### src/rtl/keypad_pkg.sv
// keypad_pkg: shared types and constants for the keypad entry controller.
//   key_state_t        - press-tracking FSM states
//   KEY_W              - key code width from the scanner
//   DEF_*_CYCLES       - default debounce / release sample counts
package keypad_pkg;

  localparam int KEY_W               = 4;
  localparam int DEF_DEBOUNCE_CYCLES = 4;
  localparam int DEF_RELEASE_CYCLES  = 4;

  typedef enum logic [1:0] {
    IDLE     = 2'd0,
    DEBOUNCE = 2'd1,
    HELD     = 2'd2,
    RELEASE  = 2'd3
  } key_state_t;

endpackage

### src/rtl/keypad_event_fifo.sv
// keypad_event_fifo: small circular queue of accepted key codes.
//   clock, reset  - rising-edge clock, async active-low reset
//   push          - request to enqueue push_data (taken if not full, or if popping)
//   pop           - dequeue the head entry (ignored when empty)
//   head          - head entry, forced to zero while empty
//   empty, full   - occupancy flags decoded from the registered count
//   count         - number of queued entries
module keypad_event_fifo
  import keypad_pkg::*;
#(
  parameter int FIFO_DEPTH = 4
) (
  input  logic                        clock,
  input  logic                        reset,
  input  logic                        push,
  input  logic [KEY_W-1:0]            push_data,
  input  logic                        pop,
  output logic [KEY_W-1:0]            head,
  output logic                        empty,
  output logic                        full,
  output logic [$clog2(FIFO_DEPTH):0] count
);

  localparam int                PTR_W    = $clog2(FIFO_DEPTH);
  localparam logic [PTR_W:0]    FULL_CNT = (PTR_W + 1)'(FIFO_DEPTH);

  logic [KEY_W-1:0] mem [FIFO_DEPTH];
  logic [PTR_W-1:0] rd_ptr;
  logic [PTR_W-1:0] wr_ptr;
  logic             do_push;
  logic             do_pop;

  assign empty   = (count == '0);
  assign full    = (count == FULL_CNT);
  assign do_pop  = pop & ~empty;
  // A push into a full queue still fits when the head leaves on the same edge.
  assign do_push = push & (~full | do_pop);

  always_ff @(posedge clock or negedge reset) begin
    if (!reset) begin
      rd_ptr <= '0;
      wr_ptr <= '0;
      count  <= '0;
    end else begin
      if (do_push) wr_ptr <= wr_ptr + PTR_W'(1);
      if (do_pop)  rd_ptr <= rd_ptr + PTR_W'(1);
      count <= count + (PTR_W + 1)'(do_push) - (PTR_W + 1)'(do_pop);
    end
  end

  // Storage carries data only; validity comes from count.
  always_ff @(posedge clock) begin
    if (do_push) mem[wr_ptr] <= push_data;
  end

  assign head = empty ? '0 : mem[rd_ptr];

endmodule

### src/rtl/keypad_entry_controller.sv
// keypad_entry_controller: debounces the keypad scanner's Code/Valid pair,
// emits one event per physical press into a small queue, and pauses the
// scanner while the queue is full.
//   clock, reset         - rising-edge clock, async active-low reset
//   key_code, key_valid  - scanner outputs (already synchronous)
//   scan_en              - 1 = scanner may run, 0 = hold current column
//   out_code, out_valid  - head of the event queue
//   out_ready            - consumer takes the head when out_valid & out_ready
//   fifo_count           - queued entries
//   overflow, clear_ovf  - sticky dropped-press flag and its clear
module keypad_entry_controller
  import keypad_pkg::*;
#(
  parameter int DEBOUNCE_CYCLES = DEF_DEBOUNCE_CYCLES,
  parameter int RELEASE_CYCLES  = DEF_RELEASE_CYCLES,
  parameter int FIFO_DEPTH      = 4,
  parameter int CNT_W           = 8
) (
  input  logic                        clock,
  input  logic                        reset,
  input  logic [KEY_W-1:0]            key_code,
  input  logic                        key_valid,
  output logic                        scan_en,
  output logic [KEY_W-1:0]            out_code,
  output logic                        out_valid,
  input  logic                        out_ready,
  output logic [$clog2(FIFO_DEPTH):0] fifo_count,
  output logic                        overflow,
  input  logic                        clear_ovf
);

  localparam logic [CNT_W-1:0] DB_TERM  = CNT_W'(DEBOUNCE_CYCLES);
  localparam logic [CNT_W-1:0] REL_TERM = CNT_W'(RELEASE_CYCLES);

  function automatic logic [CNT_W-1:0] sat_inc(input logic [CNT_W-1:0] v,
                                              input logic [CNT_W-1:0] term);
    return (v >= term) ? term : v + CNT_W'(1);
  endfunction

  key_state_t       state;
  logic [CNT_W-1:0] cnt;
  logic [KEY_W-1:0] cand;
  logic             press_done;
  logic             release_done;
  logic             pop;
  logic             fifo_empty;
  logic             fifo_full;

  // The sample that completes the stable run pushes on the same edge the FSM
  // enters HELD, so the event is visible right after that edge.
  assign press_done   = (state == DEBOUNCE) && key_valid && (key_code == cand) &&
                        (sat_inc(cnt, DB_TERM) == DB_TERM);
  assign release_done = (state == RELEASE) && !key_valid &&
                        (sat_inc(cnt, REL_TERM) == REL_TERM);

  always_ff @(posedge clock or negedge reset) begin
    if (!reset) begin
      state <= IDLE;
      cnt   <= '0;
      cand  <= '0;
    end else begin
      case (state)
        IDLE: begin
          if (key_valid) begin
            state <= DEBOUNCE;
            cand  <= key_code;
            cnt   <= CNT_W'(1);
          end
        end
        DEBOUNCE: begin
          if (!key_valid || key_code != cand) begin
            state <= IDLE;
            cnt   <= '0;
          end else begin
            cnt <= sat_inc(cnt, DB_TERM);
            if (press_done) state <= HELD;
          end
        end
        HELD: begin
          // Code changes while held are ignored; only a release re-arms.
          if (!key_valid) begin
            state <= RELEASE;
            cnt   <= CNT_W'(1);
          end
        end
        RELEASE: begin
          if (key_valid) begin
            state <= HELD;
            cnt   <= '0;
          end else if (release_done) begin
            state <= IDLE;
            cnt   <= '0;
          end else begin
            cnt <= sat_inc(cnt, REL_TERM);
          end
        end
        default: begin
          state <= IDLE;
          cnt   <= '0;
        end
      endcase
    end
  end

  keypad_event_fifo #(
    .FIFO_DEPTH(FIFO_DEPTH)
  ) u_fifo (
    .clock    (clock),
    .reset    (reset),
    .push     (press_done),
    .push_data(cand),
    .pop      (pop),
    .head     (out_code),
    .empty    (fifo_empty),
    .full     (fifo_full),
    .count    (fifo_count)
  );

  assign out_valid = ~fifo_empty;
  assign pop       = out_valid & out_ready;
  assign scan_en   = ~fifo_full;

  // A press is lost only when full with no pop on the same edge; set beats clear.
  always_ff @(posedge clock or negedge reset) begin
    if (!reset) begin
      overflow <= 1'b0;
    end else if (press_done && fifo_full && !pop) begin
      overflow <= 1'b1;
    end else if (clear_ovf) begin
      overflow <= 1'b0;
    end
  end

endmodule

### config.mk
export PLATFORM = sky130hd
export DESIGN_NAME = keypad_entry_controller
export DESIGN_NICKNAME = d
export VERILOG_FILES = /design/src/rtl/keypad_pkg.sv /design/src/rtl/keypad_event_fifo.sv /design/src/rtl/keypad_entry_controller.sv
export SDC_FILE = /design/constraint.sdc
export NUM_CORES = 1
export LEC_CHECK = 0
export BUFFER_PORTS_ARGS = -buffer_cell sky130_fd_sc_hd__buf_4
export CORE_ASPECT_RATIO = 1.2
export CORE_MARGIN = 3
export CORE_UTILIZATION = 62
export DETAILED_ROUTE_END_ITERATION = 6
export PLACE_DENSITY = 0.83
export RECOVER_POWER = 50
export SKIP_LAST_GASP = 1
export SYNTH_ARGS = -nofsm -noshare
export SYNTH_HDL_FRONTEND = slang
export SYNTH_SLANG_ARGS = --single-unit
### constraint.sdc
create_clock -name clock -period 7.3 [get_ports clock]
set_input_delay 0.365 -clock clock [delete_from_list [all_inputs] [get_ports clock]]
set_output_delay 0.365 -clock clock [all_outputs]
set_load 0.02 [all_outputs]
Word-level counts from Yosys, hierarchy flattened
Memory sizes are Yosys's and may differ from the RTL's.
Index checks and enable logic that the tools add are counted.
{"block": "op_classes", "add_sub_neg": 5, "n_lt_le_gt_ge": 1, "eq_ne": 11, "muxes": 19, "bitwise": 6, "n_reduce_logical": 16}
{"cell": "8-bit two-way mux", "count": 6}
{"cell": "8-bit case mux with 4 select lines", "count": 1}
{"cell": "2-bit two-way mux", "count": 6}
{"cell": "8-bit by 1-bit adder with 8-bit output (second input constant)", "count": 1}
{"cell": "8-bit by 3-bit equality test with 1-bit output (second input constant)", "count": 1}
{"cell": "8-bit by 3-bit >= comparator with 1-bit output (second input constant)", "count": 1}
{"cell": "2-bit case mux with 4 select lines", "count": 1}
{"cell": "1-bit logical AND", "count": 7}
{"cell": "2-bit by 1-bit adder with 2-bit output (second input constant)", "count": 2}
{"cell": "2-bit equality test (second input constant)", "count": 2}
{"cell": "4-bit equality test", "count": 1}
{"cell": "1-bit two-way mux", "count": 4}
{"cell": "4-bit two-way mux", "count": 1}
{"cell": "2-bit inequality test (second input constant)", "count": 2}
{"cell": "4-bit inequality test", "count": 1}
{"cell": "2-bit AND reduction", "count": 2}
{"cell": "4-bit AND reduction", "count": 1}
{"cell": "3-bit by 1-bit adder with 3-bit output", "count": 1}
{"cell": "1-bit bitwise AND", "count": 3}
{"cell": "3-bit equality test (second input constant)", "count": 1}
{"cell": "3-bit zero test", "count": 1}
{"cell": "3-bit by 2-bit inequality test with 1-bit output (second input constant)", "count": 1}
{"cell": "3-bit inequality test (second input constant)", "count": 1}
{"cell": "3-bit by 1-bit subtractor with 3-bit output", "count": 1}
{"cell": "other kinds (7)", "count": 9}
{"block": "totals", "reg_bits": 22, "ram_bits": 16, "in_bits": 9, "out_inout_bits": 10, "memories": 1}
{"name": "u_fifo.mem", "depth": 4, "width": 4, "rd": 1, "rd_clocked_by_memory_dff": 0, "write_ports": 1, "line_no": "keypad_event_fifo.sv:27", "text": "logic [KEY_W-1:0] mem [FIFO_DEPTH];"}

Logic depth before layout (Yosys ltp)
Gate-level depths: netlist (run 1).
{"block": "logic_depth", "ltp_word": 8, "depth_mapped": 9, "depth_no_buf": 9}

By module
A second synthesis (run 1) with hierarchy kept.
{"block": "unflattened", "hier_cells": 133, "area_unflattened_um2": 1843.0}
{"module": "keypad_event_fifo", "instances": 1, "cells_each": 62, "area_each_um2": 1031.0, "seq_area_each_um2": 655.6}
{"module": "keypad_entry_controller", "instances": 1, "cells_each": 71, "area_each_um2": 812.0, "seq_area_each_um2": 375.4}

Least setup slack after synthesis (run 1)
Ideal clock, no wire load.
{"block": "synth_timing", "kind": "register to register", "startpoint": "register u_fifo.count[1]", "endpoint": "register u_fifo.count[2]", "setup_time_ps": 134, "t_arrival_ps": 2364, "required_time_ps": 7166, "slack_ps": 4802, "path_stages_with_launch": 10, "n_path_buf": 0, "period_less_slack_ps": 2498, "cell_sequence": "dfrtp_1 -> or3_1 -> and2_1 -> ha_1 -> inv_1 -> ha_1 -> inv_1 -> fa_1 -> xnor2_1 -> xnor2_1"}
{"block": "synth_via", "elab_chain_cells": 8, "elab_cells_between_ends": 10, "classes_between": "add/sub (2); eq/ne (1); bitwise (6); reduce/logical (1)"}
{"element": "from (decl)", "line_no": "keypad_event_fifo.sv:21", "text": "output logic [$clog2(FIFO_DEPTH):0] count"}
{"element": "from (signal assigned)", "line_no": "keypad_event_fifo.sv:47", "text": "count <= count + (PTR_W + 1)'(do_push) - (PTR_W + 1)'(do_pop);"}
{"element": "3-bit zero test *", "line_no": "keypad_event_fifo.sv:33", "text": "assign empty = (count == '0);"}
{"element": "1-bit NOT *", "line_no": "keypad_entry_controller.sv:119", "text": "assign out_valid = ~fifo_empty;"}
{"element": "net out_valid", "line_no": "keypad_entry_controller.sv:25", "text": "output logic out_valid,"}
{"element": "1-bit bitwise AND", "line_no": "keypad_entry_controller.sv:120", "text": "assign pop = out_valid & out_ready;"}
{"element": "1-bit bitwise AND *", "line_no": "keypad_event_fifo.sv:35", "text": "assign do_pop = pop & ~empty;"}
{"element": "net u_fifo.do_pop", "line_no": "keypad_event_fifo.sv:31", "text": "logic do_pop;"}
{"element": "1-bit OR", "line_no": "keypad_event_fifo.sv:37", "text": "assign do_push = push & (~full | do_pop);"}
{"element": "1-bit bitwise AND", "line_no": "keypad_event_fifo.sv:37"}
{"element": "3-bit by 1-bit adder with 3-bit output", "line_no": "keypad_event_fifo.sv:47"}
{"element": "3-bit by 1-bit subtractor with 3-bit output *", "line_no": "keypad_event_fifo.sv:47"}
The timed path passes the listed nets; every way through them passes the cells marked *.
A chain may end at the register's enable or synchronous reset.

Final worst setup path (run 1)
{"block": "layout_timing", "startpoint": "register cnt[0]", "endpoint": "register u_fifo.count[2]"}
{"block": "layout_via", "elab_chain_cells": 7, "elab_cells_between_ends": 8, "classes_between": "add/sub (3); order compare (1); eq/ne (1); mux (1); bitwise (1); reduce/logical (1)"}
{"element": "from (decl)", "line_no": "keypad_entry_controller.sv:41", "text": "logic [CNT_W-1:0] cnt;"}
{"element": "from (signal assigned)", "line_no": "keypad_entry_controller.sv:75", "text": "cnt <= sat_inc(cnt, DB_TERM);"}
{"element": "from (signal assigned)", "line_no": "keypad_entry_controller.sv:94", "text": "cnt <= sat_inc(cnt, REL_TERM);"}
{"element": "8-bit by 1-bit adder with 8-bit output or 8-bit by 3-bit >= comparator with 1-bit output (tied branches)", "line_no": "keypad_entry_controller.sv:37", "text": "return (v >= term) ? term : v + CNT_W'(1);"}
{"element": "8-bit two-way mux *", "line_no": "keypad_entry_controller.sv:37"}
{"element": "8-bit by 3-bit equality test with 1-bit output *", "line_no": "keypad_entry_controller.sv:52", "text": "(sat_inc(cnt, DB_TERM) == DB_TERM);"}
{"element": "1-bit logical AND *", "line_no": "keypad_entry_controller.sv:51", "text": "assign press_done = (state == DEBOUNCE) && key_valid && (key_code == cand) &&"}
{"element": "1-bit bitwise AND *", "line_no": "keypad_event_fifo.sv:37"}
{"element": "net u_fifo.do_push", "line_no": "keypad_event_fifo.sv:30", "text": "logic do_push;"}
{"element": "3-bit by 1-bit adder with 3-bit output *", "line_no": "keypad_event_fifo.sv:47"}
{"element": "3-bit by 1-bit subtractor with 3-bit output *", "line_no": "keypad_event_fifo.sv:47"}
Marks and branches as above.

==> results of run 1 <==
metrics by stage:
step / worst slack [ns] / utilization (%) / total power [mW] / instances
after global routing: 4.45 / 76.3 / 0.612 / 186
after floorplan: 4.80 / - / 0.411 / 128
after CTS: 4.64 / 77.0 / 0.588 / 186
after global placement: 4.82 / 74.7 / 0.475 / 177
after detailed placement: 4.66 / 74.7 / 0.486 / 177
final: 4.65 / 76.3 / 0.574 / 186
power breakdown:
part	switching, mW	leakage, nW	internal [mW]
combinational	0.0934	0.371	0.0926
clock	0.0641	0.0255	0.0380
sequential	0.0395	0.422	0.247
cell families (layout without fill, tap and decap cells):
family                   Yosys count  in the layout  share of synthesized area (%)
flip-flops                        38             38                           56.9
adder cells (fa/ha/maj)            9              9                           6.63
buffers and inverters             11             36                           2.35
XOR/XNOR                           9              9                           5.59
AND/OR/NAND/NOR                   41             41                           15.2
multiplexers                       9              9                           8.28
AO/OA/AOI/OAI                     11             11                           5.11
layout by cell type, fill, tap and decap left out, drive strengths merged, types with 3 or more instances in the layout:
| cell type | n |
|---|---|
| and2 | 15 |
| buf | 13 |
| clkbuf | 12 |
| dfrtp | 22 |
| edfxtp | 16 |
| ha | 8 |
| inv | 9 |
| mux2 | 5 |
| mux4 | 4 |
| nand2 | 8 |
| nand2b | 3 |
| nor2 | 4 |
| nor2b | 3 |
| nor4 | 3 |
| o21ai | 3 |
| xnor2 | 8 |
layer usage:
metal  part of all wire, %  track usage (%)  vias up  wire length, µm
met5                     0                0        -                0
met2                    50             32.0       29             1450
li1                      -                -      501                -
met1                    44             24.8      517             1290
met3                   5.0             5.11        5              145
met4                   1.4             9.12        0               42
timing repair:
item	CTS	global route
endpoints found under the hold margin	22	0
gates resized for setup	0	0
hold buffers	1	0
area by class of cell:
type,instances,area (µm²),share of cell area (%)
clock buffer,7,45.0,2.22
clock inverter,1,7.51,0.371
sequential,38,1030,50.9
inverter,9,33.8,1.67
multi-input combinational,79,739,36.5
timing repair buffer,19,126,6.24
tap,33,41.3,2.04
sequential cells by signal, summed over array words and instances, names as in the netlist:
name and flops:
overflow 1, state 2, cand 4, cnt 8, u_fifo.count 3, u_fifo.wr_ptr 2
u_fifo.mem 16, u_fifo.rd_ptr 2
worst paths after layout:
kind | startpoint | end | slack [ns] | depth (start not counted)
hold reg to reg | cnt[5] | cnt[5] | 0.50 | 1
hold / removal | out_ready | overflow | 0.21 | 2
max in group asynchronous | reset | cnt[5] | 5.81 | 2
setup reg to reg | cnt[0] | u_fifo.count[2] | 4.65 | 9
setup / recovery | cnt[0] | u_fifo.count[2] | 4.65 | 9
min in group asynchronous | reset | u_fifo.rd_ptr[0] | 0.78 | 2
==> impl_metrics.py, run 1 <==
metrics = {
    "critical_path": {
        "cp_slowest_stage_delay_ns": 0.46,
        "cp-start-kind": "register",
        "cp-end-kind": "register",
        "cp_max_fo": 7,
        "critPathRequiredTime_ns": 7.56,
        "path_class": "reg -> reg",
        "critical_path.cell_chain": "inv_1, ha_1, o211a_4, nor4_4, ha_1, inv_1, fa_1, xnor2_1, xnor2_1",
        "cp.arrival_ns": 2.91,
        "path_delay_family": "adder cells",
        "path_buf_inv": 2,
        "crit_slowest_cell": "nor4_4",
    },
    "cts": {
        "h-tree-depth": 2,
        "clock_latency_ns": 0.34,
        "cts_tree": "yes",
        "max-clock-path-buffers": 2,
        "cts_made_buffers": 5,
        "cts_sinks": 38,
        "cts_setup_buffers": 0,
        "root_buffer": "clkbuf_4",
        "path_clk_slew_ns": 0.12,
    },
    "global_route": {
        "grt_max_degree": 23,
        "antenna_found_initial": 0,
        "grt_usage_pct": 19.7,
        "grt_overflow": 0,
        "grt_pass1_vias": 1179,
        "grt_pass1_wl_mm": 5.42,
    },
    "synth": {
        "syn_nets": 146,
        "synth_area_leaders": "dfrtp_1 (30%), edfxtp_1 (27%), ha_1 (5.5%)",
        "synth_top_area_share_pct": 30.4,
        "syn_area_mm2": 0.00181,
        "async_reset_ff_share_pct": 57.9,
        "yosysUniqueCellTypes": 37,
        "synth_top_flop_cell": "dfrtp_1",
        "synth_common_cells": "dfrtp_1 (22), edfxtp_1 (16), and2_1 (12)",
        "ys_warn_count": 0,
        "netlist_instances": 128,
        "yosys.area.top_type": "dfrtp_1",
        "syn_avg_cell_area_um2": 14.2,
        "synth_edf_count": 16,
        "synth.most_common_cell": "dfrtp_1",
        "yosys_register_bits": 38,
        "ys_seq_area_share_pct": 56.9,
    },
    "power": {
        "power_density_mw_per_mm2": 284,
        "peakVddDrop_mv": 0.242,
        "p_leak_nw": 0.819,
    },
    "timing": {
        "fin_crit_sh_pct": 36.3,
        "final_hold_viol_count": 0,
        "drv_slew": 0,
        "setup_viol": 0,
        "slew-limit-headroom_pct": 21.1,
        "fmax_mhz": 378,
        "fin_hold_ws_ns": 0.214,
        "fin_setup_tns_ns": 0,
        "fin_skew_ns": 0.0142,
        "rsz0062_at_grt": "no",
        "fin_crit_ns": 2.65,
        "worst_slew_pin_slew_ns": 1.18,
    },
    "job": {
        "cap_violations": 0,
    },
    "cells_and_area": {
        "drive_gt1_share_pct": 26.1,
        "diodes": 0,
        "final_cell_area_mm2": 0.00202,
        "synthToLayoutAreaGrowth_pct": 11.7,
        "fin_nets": 170,
        "fillers": 180,
    },
    "route": {
        "drt.antenna.violating_nets": 0,
        "wl_per_cell_um": 15.7,
        "drt_wl_total_mm": 2.93,
        "via_count": 1052,
        "drt_iter0_drc": 52,
        "drc": 0,
        "vias_per_cell": 5.66,
        "firstDrtPassIters": 4,
    },
    "die": {
        "chipHeight_um": 65.2,
        "start_util_pct": 68.3,
        "io_pins": 19,
        "die_area_mm2": 0.00361,
        "die_x_um": 55.4,
        "rows": 20,
        "core_area_mm2": 0.00265,
    },
    "outcome": {
        "status": "finished clean",
    },
    "placement": {
        "gp_congestion": 0.754,
        "dp_hpwl_mm": 2.22,
        "placed_area_mm2": 0.00198,
        "numPortBuffers": 18,
    },
    "min_path": {
        "worstHoldPathType": "in -> reg",
    },
}
(Power assumes the default switching activity.)
==> run 2, diff against run 1 <==
CORE_UTILIZATION = 57   (was 62)
PLACE_DENSITY = 0.78   (was 0.83)
clock period = 2.6 ns   (was 7.3 ns; I/O delays follow)
==> run 2 against run 1 <==
Critical path depth unchanged. Combinational power increased to 2.8 times the previous value. Register-to-register slack got worse by 4.5 ns. Clock-buffer cell count rose by 1. Non-clock buffer count up 2. Sequential power increased to 2.8 times the previous value. Clock skew decreased by 0.012 ns. Flip-flop and latch count did not move. Global-route usage fell by 0.94 points. Largest cell class unchanged. Highest routed layer unchanged.
==> impl_metrics.py, run 2 (synthesis results as in run 1) <==
metrics = {
    "timing": {
        "worst_slew_pin_slew_ns": 1.18,
        "fin_crit_sh_pct": 94.1,
        "fin_crit_ns": 2.45,
        "drv_slew": 0,
        "fmax_mhz": 409,
        "rsz0062_at_grt": "no",
        "slew-limit-headroom_pct": 21.5,
        "fin_skew_ns": 0.00248,
        "fin_setup_tns_ns": 0,
        "final_hold_viol_count": 0,
        "setup_viol": 0,
    },
    "global_route": {
        "antenna_found_initial": 0,
        "grt_usage_pct": 18.7,
        "grt_pass1_vias": 1128,
        "grt_pass1_wl_mm": 5.30,
        "grt_max_degree": 23,
        "grt_overflow": 0,
    },
    "critical_path": {
        "cp.arrival_ns": 2.71,
        "cp-start-kind": "register",
        "cp-end-kind": "register",
        "path_class": "reg -> reg",
        "critPathRequiredTime_ns": 2.86,
        "cp_max_fo": 6,
    },
    "cells_and_area": {
        "final_cell_area_mm2": 0.00205,
        "reg.largest.list": "u_fifo.mem (16), cnt (8), cand (4)",
        "stdcell_count": 189,
        "fin_nets": 172,
        "largest_register": "u_fifo.mem",
        "layout_common_cells": "dfrtp_1 (22), edfxtp_1 (16), buf_4 (13)",
        "largest_reg_flops": 16,
        "drive_gt1_share_pct": 25.8,
        "diodes": 0,
        "synthToLayoutAreaGrowth_pct": 12.8,
        "final_common_cell": "dfrtp_1",
    },
    "die": {
        "start_util_pct": 62.2,
        "chipHeight_um": 67.8,
        "die_area_mm2": 0.00390,
        "io_pins": 19,
        "die_x_um": 57.5,
        "rows": 21,
        "core_area_mm2": 0.00292,
    },
    "placement": {
        "dp_hpwl_mm": 2.24,
        "numPortBuffers": 18,
        "place_inst": 179,
        "placed_area_mm2": 0.00199,
        "gp_congestion": 0.783,
    },
    "cts": {
        "cts_sinks": 38,
        "max-clock-path-buffers": 2,
        "cts_tree": "yes",
        "clock_latency_ns": 0.34,
        "hold_buffers": 2,
        "cts_setup_buffers": 0,
        "ctsResizeCount": 0,
        "path_clk_slew_ns": 0.10,
        "h-tree-depth": 2,
        "root_buffer": "clkbuf_4",
        "cts_made_buffers": 5,
    },
    "power": {
        "peakVddDrop_mv": 0.686,
        "power_density_mw_per_mm2": 797,
        "p_leak_nw": 0.833,
    },
    "route": {
        "drc": 0,
        "via_count": 1025,
        "drt_wl_total_mm": 3.02,
        "firstDrtPassIters": 4,
        "drt.antenna.violating_nets": 0,
        "vias_per_cell": 5.42,
        "wl_per_cell_um": 16.0,
        "drt_iter0_drc": 27,
    },
    "job": {
        "cap_violations": 0,
    },
    "min_path": {
        "worstHoldPathType": "in -> reg",
    },
    "outcome": {
        "status": "finished clean",
    },
}
==> run 2: per-layer routing <==
layer	share of wire, %	routed length (µm)	track usage, %
met2	54	1640	33.1
met5	0	0	0
met3	4.2	126	6.31
met4	1.5	46	6.96
met1	40	1200	20.9
==> run 2: final cells by class <==
cell class / count / area [µm²]
fillers: 204 / 871
flip-flops and latches: 38 / 1030
repair buffers: 21 / 140
inverters: 9 / 33.8
well taps: 34 / 42.5
multi-input cells: 79 / 739
clock buffers: 8 / 58.8
==> run 2: worst paths after layout <==
| check | startpoint | end | slack (ns) | cells past startpoint |
|---|---|---|---|---|
| worst min register to register | cnt[4] | cnt[4] | 0.49 | 1 |
| max in group asynchronous | reset | u_fifo.rd_ptr[0] | 1.37 | 2 |
| worst max-delay path | u_fifo.count[1] | u_fifo.count[2] | 0.15 | 9 |
| worst max register to register | u_fifo.count[1] | u_fifo.count[2] | 0.15 | 9 |
| worst min-delay path | clear_ovf | overflow | 0.03 | 3 |
| min in group asynchronous | reset | state[1] | 0.53 | 2 |
==> run 2: worst max-delay path, stage by stage, from the launching register on <==
cell and delay [ns]:
dfrtp_1 0.47, or3_1 0.45, and2_1 0.23, ha_1 0.28
inv_1 0.06, ha_1 0.12, inv_1 0.05, fa_1 0.38
xnor2_1 0.19, xnor2_1 0.15
==> run 2: power breakdown <==
group / internal [mW] / leakage [nW] / total (mW) / switching, mW
Combinational: 0.259 / 0.378 / 0.515 / 0.256
Sequential: 0.693 / 0.422 / 0.800 / 0.106
Clock: 0.133 / 0.0326 / 0.315 / 0.182
Total: 1.09 / 0.833 / 1.63 / 0.544
==> run 2: per-stage QoR <==
step	worst slack, ns	total power [mW]	hold slack [ns]	util, %
floorplan	0.102	1.15	-0.166	-
global placement	0.266	1.33	0.0295	68.2
detailed placement	0.154	1.36	0.0351	68.2
CTS	0.126	1.68	0.0190	70.9
global route	0.0220	1.73	0.00751	70.1
finish	0.155	1.63	0.0349	70.1
==> run 3, diff against run 2 <==
--- a/config.mk
+++ b/config.mk
@@ -9,7 +9,7 @@
 export CORE_ASPECT_RATIO = 1.2
 export CORE_MARGIN = 3
-export CORE_UTILIZATION = 57
+export CORE_UTILIZATION = 45
 export DETAILED_ROUTE_END_ITERATION = 6
-export PLACE_DENSITY = 0.78
+export GPL_ROUTABILITY_DRIVEN = 0
 export RECOVER_POWER = 50
 export SKIP_LAST_GASP = 1
==> constraint.sdc (replaced) <==
create_clock -name clock -period 2.6 [get_ports clock]
set_input_delay 0.13 -clock clock [delete_from_list [all_inputs] [get_ports clock]]
set_output_delay 0.13 -clock clock [all_outputs]
set_load 0.01 [all_outputs]
==> run 3 against run 2 <==
Die area grew 24%. Via count shrank 1.3%. Non-clock buffer count shrank 1. Critical path depth is the same. Worst hold slack gained 0.022 ns. Fmax shrank 0.27%. Sequential power is essentially flat. Sequential share of layout area shrank 2.0 points. Cell area grew 4.1%. Flip-flop and latch count is the same. Clock-buffer cell count shrank 3. Highest routed layer unchanged.
==> impl_metrics.py, run 3 (synthesis results as in run 1) <==
metrics = {
    "outcome": {
        "status": "finished clean",
    },
    "critical_path": {
        "cp-end-kind": "register",
        "path_class": "reg -> reg",
        "crit_slowest_cell": "fa_1",
        "cp_max_fo": 7,
        "cp.arrival_ns": 2.62,
        "critical_path.cell_chain": "inv_1, ha_1, o211a_4, nor4_4, ha_1, inv_1, fa_1, xnor2_2, xnor2_1",
        "cp-start-kind": "register",
        "critPathRequiredTime_ns": 2.77,
        "cp_slowest_stage_delay_ns": 0.41,
    },
    "placement": {
        "placed_area_mm2": 0.00201,
        "place_inst": 197,
        "dp_hpwl_mm": 2.25,
        "pre_cts_ws_ns": 0.182,
        "numPortBuffers": 18,
    },
    "route": {
        "drc": 0,
        "via_count": 1012,
        "firstDrtPassIters": 4,
        "wl_per_cell_um": 14.4,
        "drt_wl_total_mm": 2.96,
        "vias_per_cell": 4.91,
        "drt.antenna.violating_nets": 0,
        "drt_iter0_drc": 43,
    },
    "timing": {
        "drv_slew": 0,
        "fin_skew_ns": 0.00466,
        "setup_slack_ns": 0.148,
        "final_hold_viol_count": 0,
        "slew-limit-headroom_pct": 19.7,
        "setup_viol": 0,
        "fin_crit_sh_pct": 94.3,
        "worst_slew_pin_slew_ns": 1.20,
        "fin_hold_ws_ns": 0.0566,
        "fin_crit_ns": 2.45,
        "fin_setup_tns_ns": 0,
        "fmax_mhz": 408,
    },
    "die": {
        "die_area_mm2": 0.00483,
        "rows": 24,
        "chipHeight_um": 75.5,
        "io_pins": 19,
        "start_util_pct": 48.3,
        "core_area_mm2": 0.00375,
        "die_x_um": 63.9,
    },
    "power": {
        "p_clk_share_pct": 27.9,
        "peakVddDrop_mv": 0.405,
        "p_comb_share_pct": 26.8,
        "pwr-share-seq_pct": 45.3,
        "power_density_mw_per_mm2": 829,
        "p_leak_nw": 0.857,
        "netSwitchingPower_uw": 511,
        "p_int_mw": 1.25,
        "power_switching_share_pct": 29.0,
    },
    "cts": {
        "cts_sinks": 38,
        "cts_made_buffers": 5,
        "h-tree-depth": 2,
        "path_clk_slew_ns": 0.07,
        "max-clock-path-buffers": 2,
        "cts_tree": "yes",
        "clock_latency_ns": 0.29,
        "root_buffer": "clkbuf_8",
    },
    "cells_and_area": {
        "largest_register": "u_fifo.mem",
        "layout_common_cells": "dfrtp_1 (22), edfxtp_1 (16), buf_4 (14)",
        "fin_nets": 171,
        "reg.largest.list": "u_fifo.mem (16), cnt (8), cand (4)",
        "drive_gt1_share_pct": 29.2,
        "synthToLayoutAreaGrowth_pct": 17.5,
        "stdcell_count": 206,
        "largest_reg_flops": 16,
        "final_common_cell": "dfrtp_1",
        "diodes": 0,
        "fillers": 306,
        "final_cell_area_mm2": 0.00213,
    },
    "global_route": {
        "grt_overflow": 0,
        "grt_usage_pct": 14.5,
        "grt_pass1_vias": 1056,
        "grt_pass1_wl_mm": 5.20,
        "antenna_found_initial": 0,
        "grt_max_degree": 23,
    },
    "job": {
        "cap_violations": 0,
    },
    "min_path": {
        "worstHoldPathType": "in -> reg",
    },
}
[run 3: path summary, 6_finish.rpt]
kind,startpoint,endpoint,slack (ns),cells past startpoint
setup / recovery,cnt[0],u_fifo.count[2],0.15,9
hold / removal,out_ready,overflow,0.06,2
setup reg to reg,cnt[0],u_fifo.count[2],0.15,9
hold reg to reg,cnt[5],cnt[5],0.50,1
max in group asynchronous,reset,cand[2],1.28,2
min in group asynchronous,reset,state[1],0.61,2
[run 3: critical path, delay by kind of cell (launching register included)]
kind | cells | cell delay [ns]
compound gates | 1 | 0.30
buf+inv | 2 | 0.12
flops | 1 | 0.39
simple gates | 1 | 0.31
fa+ha+maj | 3 | 0.93
xor+xnor | 2 | 0.29
[run 3: metrics by stage]
| stage | utilization (%) | power, mW |
|---|---|---|
| after floorplan | - | 1.09 |
| after global placement | 53.6 | 1.28 |
| after detailed placement | 53.6 | 1.29 |
| after CTS | 56.9 | 1.79 |
| after global routing | 56.7 | 1.88 |
| final | 56.7 | 1.77 |
[run 3: final cells by class]
class | count | area, µm² | area share (%)
multi-input combinational | 79 | 752 | 35.3
clock buffer | 5 | 68.8 | 3.23
clock inverter | 3 | 45.0 | 2.12
sequential | 38 | 1030 | 48.4
inverter | 9 | 33.8 | 1.59
tap | 52 | 65.1 | 3.06
timing repair buffer | 20 | 134 | 6.29
[run 3: what timing repair did]
item,in CTS,in global routing
setup endpoints to repair,0,1
hold buffers,1,0
setup buffers,0,0
hold endpoints to repair,22,0
gates resized for setup,0,2
[run 3: power by group through the flow]
stage	registers, mW	clock network [mW]	logic, mW
after floorplan	0.778	0	0.316
after global placement	0.807	0	0.473
after detailed placement	0.809	0	0.481
after CTS	0.798	0.508	0.484
after global routing	0.814	0.535	0.531
final	0.801	0.492	0.473
[run 3: layer usage]
layer	vias to the layer above	GRT usage, %	part of all wire, %
met3	4	4.57	3.6
met1	491	17.8	42
met4	0	5.76	1.5
li1	495	-	-
met5	-	0	0
met2	22	24.2	53
